===== config.mk =====
export PLATFORM = sky130hd
export DESIGN_NAME = apurador_votos
export DESIGN_NICKNAME = d
export VERILOG_FILES = /design/src/rtl/apurador_votos.sv
export SDC_FILE = /design/constraint.sdc
export NUM_CORES = 1
export LEC_CHECK = 0
export ABC_AREA = 1
export CAP_MARGIN = 15
export CORE_MARGIN = 2
export CORE_UTILIZATION = 46
export CTS_CLUSTER_DIAMETER = 200
export DETAILED_ROUTE_END_ITERATION = 10
export MAX_ROUTING_LAYER = met4
export PLACE_DENSITY = 0.76
export SLEW_MARGIN = 20
export SYNTH_ARGS = -nofsm -noshare
export SYNTH_HDL_FRONTEND = slang
export SYNTH_SLANG_ARGS = --single-unit
export TNS_END_PERCENT = 5

===== constraint.sdc =====
create_clock -name clk -period 2.1 [get_ports clk]
set_input_delay 0.525 -clock clk [delete_from_list [all_inputs] [get_ports clk]]
set_output_delay 0.525 -clock clk [all_outputs]
set_load 0.005 [all_outputs]

===== src/rtl/apurador_votos.sv =====
// Ballot tallying unit: one session at a time, one ballot per voter,
// registered yes/no tallies and a registered verdict once the session closes.
module apurador_votos #(
  parameter int N_ELEITORES = 3,
  parameter int W_ID = (N_ELEITORES > 1) ? $clog2(N_ELEITORES) : 1,
  parameter int W_CONT = $clog2(N_ELEITORES + 1)
) (
  input  logic              clk,
  input  logic              rst,
  input  logic              abrir,
  input  logic              fechar,
  input  logic              voto_valido,
  input  logic [W_ID-1:0]   eleitor_id,
  input  logic              voto,
  output logic [W_CONT-1:0] cont_sim,
  output logic [W_CONT-1:0] cont_nao,
  output logic              aberta,
  output logic              resultado_valido,
  output logic              aprovado,
  output logic              empate,
  output logic              rejeitado
);

  typedef enum logic [1:0] {
    OCIOSA,
    ABERTA,
    APURADA
  } estado_t;

  localparam logic [W_ID:0] N_LIM = (W_ID + 1)'(N_ELEITORES);

  estado_t                estado_q, estado_d;
  logic [W_CONT-1:0]      sim_q, sim_d;
  logic [W_CONT-1:0]      nao_q, nao_d;
  logic [N_ELEITORES-1:0] votou_q, votou_d;
  logic                   rej_q, rej_d;
  logic                   apr_q, apr_d;
  logic                   emp_q, emp_d;

  logic [N_ELEITORES-1:0] sel;
  logic                   em_faixa;
  logic                   aceito;

  always_comb begin
    // Out-of-range IDs shift the one-hot off the top, leaving sel = 0.
    sel      = N_ELEITORES'(1) << eleitor_id;
    em_faixa = {1'b0, eleitor_id} < N_LIM;
    aceito   = (estado_q == ABERTA) && voto_valido && em_faixa
               && !(|(votou_q & sel));

    estado_d = estado_q;
    sim_d    = sim_q;
    nao_d    = nao_q;
    votou_d  = votou_q;
    rej_d    = voto_valido && !aceito;

    if (aceito) begin
      votou_d = votou_q | sel;
      if (voto) sim_d = sim_q + W_CONT'(1);
      else      nao_d = nao_q + W_CONT'(1);
    end

    unique case (estado_q)
      OCIOSA, APURADA: begin
        if (abrir) begin
          estado_d = ABERTA;
          sim_d    = '0;
          nao_d    = '0;
          votou_d  = '0;
        end
      end
      ABERTA: begin
        if (fechar || (&votou_q)) estado_d = APURADA;
      end
      default: estado_d = OCIOSA;
    endcase

    // Verdict is computed from the next-state tallies so it stays a flop.
    apr_d = (estado_d == APURADA) && (sim_d > nao_d);
    emp_d = (estado_d == APURADA) && (sim_d == nao_d);
  end

  always_ff @(posedge clk) begin
    if (rst) begin
      estado_q <= OCIOSA;
      sim_q    <= '0;
      nao_q    <= '0;
      votou_q  <= '0;
      rej_q    <= 1'b0;
      apr_q    <= 1'b0;
      emp_q    <= 1'b0;
    end else begin
      estado_q <= estado_d;
      sim_q    <= sim_d;
      nao_q    <= nao_d;
      votou_q  <= votou_d;
      rej_q    <= rej_d;
      apr_q    <= apr_d;
      emp_q    <= emp_d;
    end
  end

  assign cont_sim         = sim_q;
  assign cont_nao         = nao_q;
  assign aberta           = (estado_q == ABERTA);
  assign resultado_valido = (estado_q == APURADA);
  assign aprovado         = apr_q;
  assign empate           = emp_q;
  assign rejeitado        = rej_q;

endmodule


* Word level (Yosys, flattened, before mapping)
Cells that the tools add are included.
** Operators by class
- $add $sub $neg :: 2
- $lt $le $gt $ge :: 2
- Equality and inequality tests :: 4
- Shift-type cells :: 1
- Multiplexer cells :: 14
- Bitwise operators :: 2
- Reductions and logical operators :: 13
** Operator list (count)
- 2-to-1 mux 2 bit :: 10
- 2-to-1 mux 3 bit :: 3
- logical AND 1 bit :: 6
- adder 2 x 1 -> 2 bit, second input constant :: 2
- equality test 2 bit, second input constant :: 2
- case mux 2 bit (2 select lines) :: 1
- AND 3 bit :: 1
- OR 3 bit :: 1
- AND reduction 3 bit :: 1
- OR reduction 3 bit :: 1
- << shifter 1 x 2 -> 3 bit, first input constant :: 1
- equality test 2 x 1 -> 1 bit, second input constant :: 1
- equality test 2 bit :: 1
- greater-than comparator 2 bit :: 1
- logical NOT 1 bit :: 2
- logical NOT 2 bit :: 1
- < comparator 2 bit, second input constant :: 1
- OR reduction 2 bit :: 1
- logical OR 1 bit :: 1
** Word-level totals
- Bits in registers :: 12
- Input bits :: 8
- Output and inout bits :: 9
- Word-level logic and storage cells :: 45

* Longest topological paths before layout
- Depth in word-level cells :: 10
- Gate-level depth with buffers :: 13

* Worst setup path after synthesis
OpenSTA, ideal clock, no wires.
- Kind :: input to register
- From :: in eleitor_id[0]
- To :: reg apr_q (netlist: aprovado)
- Setup time :: 0.117 ns
- Data arrival time :: 1.672 ns
- Slack :: 0.311 ns
- Stages :: 13
- Path buffers :: 0
- Cells stage by stage :: nand2_1 -> nand2_1 -> nor2_4 -> nand2_1 -> nor2_1 -> nand2_1 -> nand2_1 -> nor2_1 -> ha_1 -> inv_1 -> nor2_1 -> o21ai_0 -> nor2_1
** Between the ends
- Word-level cells in the longest chain between the ends :: 10
- Elaborated cells between the ends (all ways) :: 15
** RTL lines
- start, declared :: RTL line 13 : input logic [W_ID-1:0] eleitor_id,
- << shifter 1 x 2 -> 3 bit :: RTL line 46 : sel = N_ELEITORES'(1) << eleitor_id;
- AND 3 bit :: RTL line 49 : && !(|(votou_q & sel));
- OR reduction 3 bit :: RTL line 49
- logical NOT 1 bit :: RTL line 49
- logical AND 1 bit * :: RTL line 49
- 2-to-1 mux 2 bit * :: RTL line 57 : if (aceito) begin
- 2-to-1 mux 2 bit :: RTL line 65 : if (abrir) begin
- 2-to-1 mux 2 bit * :: RTL line 63 : unique case (estado_q)
- named net sim_d[1] :: RTL line 33 : logic [W_CONT-1:0] sim_q, sim_d;
- greater-than comparator 2 bit * :: RTL line 79 : apr_d = (estado_d == APURADA) && (sim_d > nao_d);
- logical AND 1 bit * :: RTL line 79
- end signal, assigned :: RTL line 98 : apr_q <= apr_d;
- end, declared :: RTL line 37 : logic apr_q, apr_d;
The timed path passes the listed nets; every way through them passes the cells marked *.
A chain may end at the register's enable or synchronous reset.

* Final worst setup path
- From :: in voto
- To :: reg apr_q (netlist: aprovado)
** Between the ends
- Word-level cells in the longest chain between the ends :: 6
- Elaborated cells between the ends (all ways) :: 10
** RTL lines
- start, declared :: RTL line 14 : input logic voto,
- 2-to-1 mux 2 bit * :: RTL line 59 : if (voto) sim_d = sim_q + W_CONT'(1);
- 2-to-1 mux 2 bit * :: RTL line 57
- 2-to-1 mux 2 bit :: RTL line 65
- 2-to-1 mux 2 bit * :: RTL line 63
- named net sim_d[1] :: RTL line 33
- greater-than comparator 2 bit * :: RTL line 79
- logical AND 1 bit * :: RTL line 79
Marked as above.

==> key figures <==
Clock network
  • Total CTS buffers: 3
  • Clock Latency Late Sink: 260 ps
  • Root Driver: clkbuf_4
  • H-tree depth: 1
  • Reg clk slew, reported paths: 70 ps
  • Postcts setup bufs: 0
  • CTS tree: done
  • CTS sink cnt: 12
  • Clk buf depth: 2

Worst setup path
  • Bufs and invs on worst path: 3
  • CP max stage delay: 530 ps
  • Critical R2R Capture: aprovado$_SDFF_PP0_
  • Crit path max-delay family: buffers and inverters
  • Internal reg-to-reg setup slack: 470 ps
  • Worst-path cell chain: clkdlybuf4s50_1, nand2_1, inv_1, nand2_2, nor2_2, nand2_1, nand2_1, nor2_1, ha_1, inv_1, nor2_1, o21ai_1, nor2_1
  • Crit Path Class: in2reg
  • Setup crit end kind: flip-flop
  • CP max-delay cell: clkdlybuf4s50_1
  • Critical path startpoint category: input pin
  • Worst Path Arrival: 2090 ps
  • Critical path data required time: 2260 ps
  • Worst-case reg-to-reg path depth: 12
  • FF-to-FF Start: estado_q[0]$_SDFF_PP0_
  • Worst-path maximum fanout: 4

Routing
  • Via Count: 661
  • Vias per cell: 4.755
  • Avg WL per Cell: 10.10 µm
  • Drt total wl: 1404 µm
  • Drt first pass iters: 4
  • Initial DRC count: 9
  • Number of remaining DRC errors: 0
  • Routed Antenna Nets: 0

Synthesis
  • Avg Inst Size Synth: 6.862 µm²
  • Seq/Total Area, Yosys: 36.85%
  • Post-synthesis adder-cell area fraction: 3.839%
  • Mux cell area share after synthesis: 0%
  • Synth Area in Simple Gates: 37.81%
  • Largest area contributor in the netlist: dfxtp_1
  • Xor/xnor cell area share of the yosys netlist: 1.344%
  • Post-synth EDFFs: 0
  • Post-synthesis compound-gate area fraction: 9.213%
  • Synth area leaders: dfxtp_1 (37%), nor2_1 (11%), inv_1 (10%)
  • Yosys cell types: 19
  • Main combinational cell family by area after synthesis: simple AND/OR/NAND/NOR gates
  • Most common cell in the netlist: nor2_1
  • Flops & latches, synth: 12
  • Top cell type's share of synthesized area: 36.85%
  • Ys flop type: dfxtp_1
  • Mapped cell area: 651.9 µm²
  • Ys async rst share: 0%
  • Most instantiated cells after synthesis: nor2_1 (19), inv_1 (18), nand2_1 (18)
  • Synth warn: 0
  • Syn Inst Count: 95
  • Syn Nets: 105

STA
  • Worst-margin pin slew: 227.6 ps
  • Min cycle time layout: 1927 ps
  • Max frequency: 0.5188 GHz
  • Slew margin rel.: 84.78%
  • Final Hold Vio Count: 0
  • Final period util: 91.78%
  • WHS: 477.1 ps
  • Skew final: 0.2385 ps
  • RSZ-0062 raised after global routing: false
  • Count of final setup violators: 0
  • Max Slew Vio Count: 0

Floorplanning
  • Die width: 41.65 µm
  • Initial Util: 49.48%
  • Core area: 0.001318 mm²
  • Die Height: 41.65 µm
  • I/O pin cnt: 17
  • Die Footprint: 0.001734 mm²
  • # rows: 13

Final layout
  • Final nets: 136
  • Post-layout util: 71.04%
  • Layout cell share with drive strength beyond 1: 18.55%
  • Number of fill cells in the layout: 113
  • Multi-input logic area: 347.8 µm²
  • Layout area overhead: 43.57%
  • Reg area: 240.2 µm²
  • # diodes: 0

Placement
  • Routability congestion estimate from global placement: 0.8749
  • Final HPWL DP: 1154 µm
  • Port Buffer Count: 16

Hold path
  • Min-delay worst type: reg2reg
  • Hold path cells: 2
  • Hold path endpoint: votou_q[2]$_SDFF_PP0_
  • HP Start: votou_q[2]$_SDFF_PP0_

Global routing
  • Vias in the first global route: 594
  • First-pass GRT wire length: 2421 µm
  • Initial antenna violation count: 0
  • Grt ovf: 0
  • Largest net degree at the start of global routing: 7
  • GRT Overall Usage: 18.90%

Job
  • Max-Cap Viols: 0

Pwr
  • Power per Cell Area: 488.3 mW/mm²
  • Leakage power: 0.4751 nW
  • Peak VDD IR: 320.3 µV

Outcome
  • Run status: finished, final reports clean
[cells by family after synthesis]
family                   Yosys count
AO/OA/AOI/OAI                     10
XOR/XNOR                           1
adder cells (fa/ha/maj)            2
buffers and inverters             19
flip-flops                        12
AND/OR/NAND/NOR                   51
[repair_timing]
| action | in CTS | in global routing |
|---|---|---|
| setup endpoints to repair | 1 | 1 |
| gates resized for setup | 3 | 4 |
| hold buffers | 0 | 0 |
| pin swaps | 0 | 7 |
[metrics by stage]
step | total power [W] | cell area (µm²) | setup slack [ps] | cells | TNS [ps]
after floorplan | 0.0002794 | 651.9 | 310.7 | 95 | 0
after global placement | 0.0003256 | 905.9 | -318.1 | 136 | -471.0
after detailed placement | 0.0003276 | 905.9 | -367.0 | 136 | -570.3
after CTS | 0.0004625 | 928.4 | 88.77 | 139 | 0
after global routing | 0.0004842 | 935.9 | 28.01 | 139 | 0
final | 0.0004570 | 935.9 | 172.6 | 139 | 0
[power breakdown]
group          leakage [nW]  internal (W)  switching [W]
Clock                0.0138     0.0000662      0.0000688
Combinational         0.364     0.0000440      0.0000411
Sequential           0.0974      0.000234     0.00000328
Total                 0.475      0.000344       0.000113
[cell usage in the layout, fill, tap and decap left out, types with 4 or more instances in the layout]
cell,synthesis,routed
nor2_1,19,18
buf_4,0,10
clkdlybuf4s50_1,0,13
nand3_1,8,8
nand2_1,18,16
inv_1,18,18
dfxtp_1,12,12
a21oi_1,4,4
[worst min-delay path, delay by kind of cell, from the launching register on]
family,cells,cell delay (ps)
flip-flops,1,330
buffers and inverters,1,50
AO/OA/AOI/OAI,1,50
[metal layers]
layer,track usage (%),routed length [µm]
met1,20.60,622
met3,3.913,63
met2,33.13,705
met4,7.742,12
met5,-,0
[state kept, by name, indices dropped and copies added, names as in the netlist]
signal / flops
empate: 1
votou_q: 3
estado_q: 2
aprovado: 1
cont_sim: 2
cont_nao: 2
rejeitado: 1
[how the worst max path moves through the flow]
stage,startpoint,endpoint,slack [ps],cells after the start
2_1_floorplan,eleitor_id[0],aprovado$_SDFF_PP0_,310,13
3_3_place_gp,eleitor_id[0],aprovado$_SDFF_PP0_,-320,13
3_5_place_dp,eleitor_id[0],aprovado$_SDFF_PP0_,-370,13
4_1_cts,voto_valido,aprovado$_SDFF_PP0_,90,13
5_1_grt,voto,aprovado$_SDFF_PP0_,30,13
6_report,voto,aprovado$_SDFF_PP0_,170,13
[area by class of cell]
type / count / area share, %
Sequential cell: 12 / 25.67
Timing Repair Buffer: 26 / 25.13
Clock buffer: 3 / 2.406
Inverter: 19 / 7.620
Multi-Input combinational cell: 64 / 37.17
Tap cell: 15 / 2.005
Note: power is estimated with default switching activity, not from simulation.
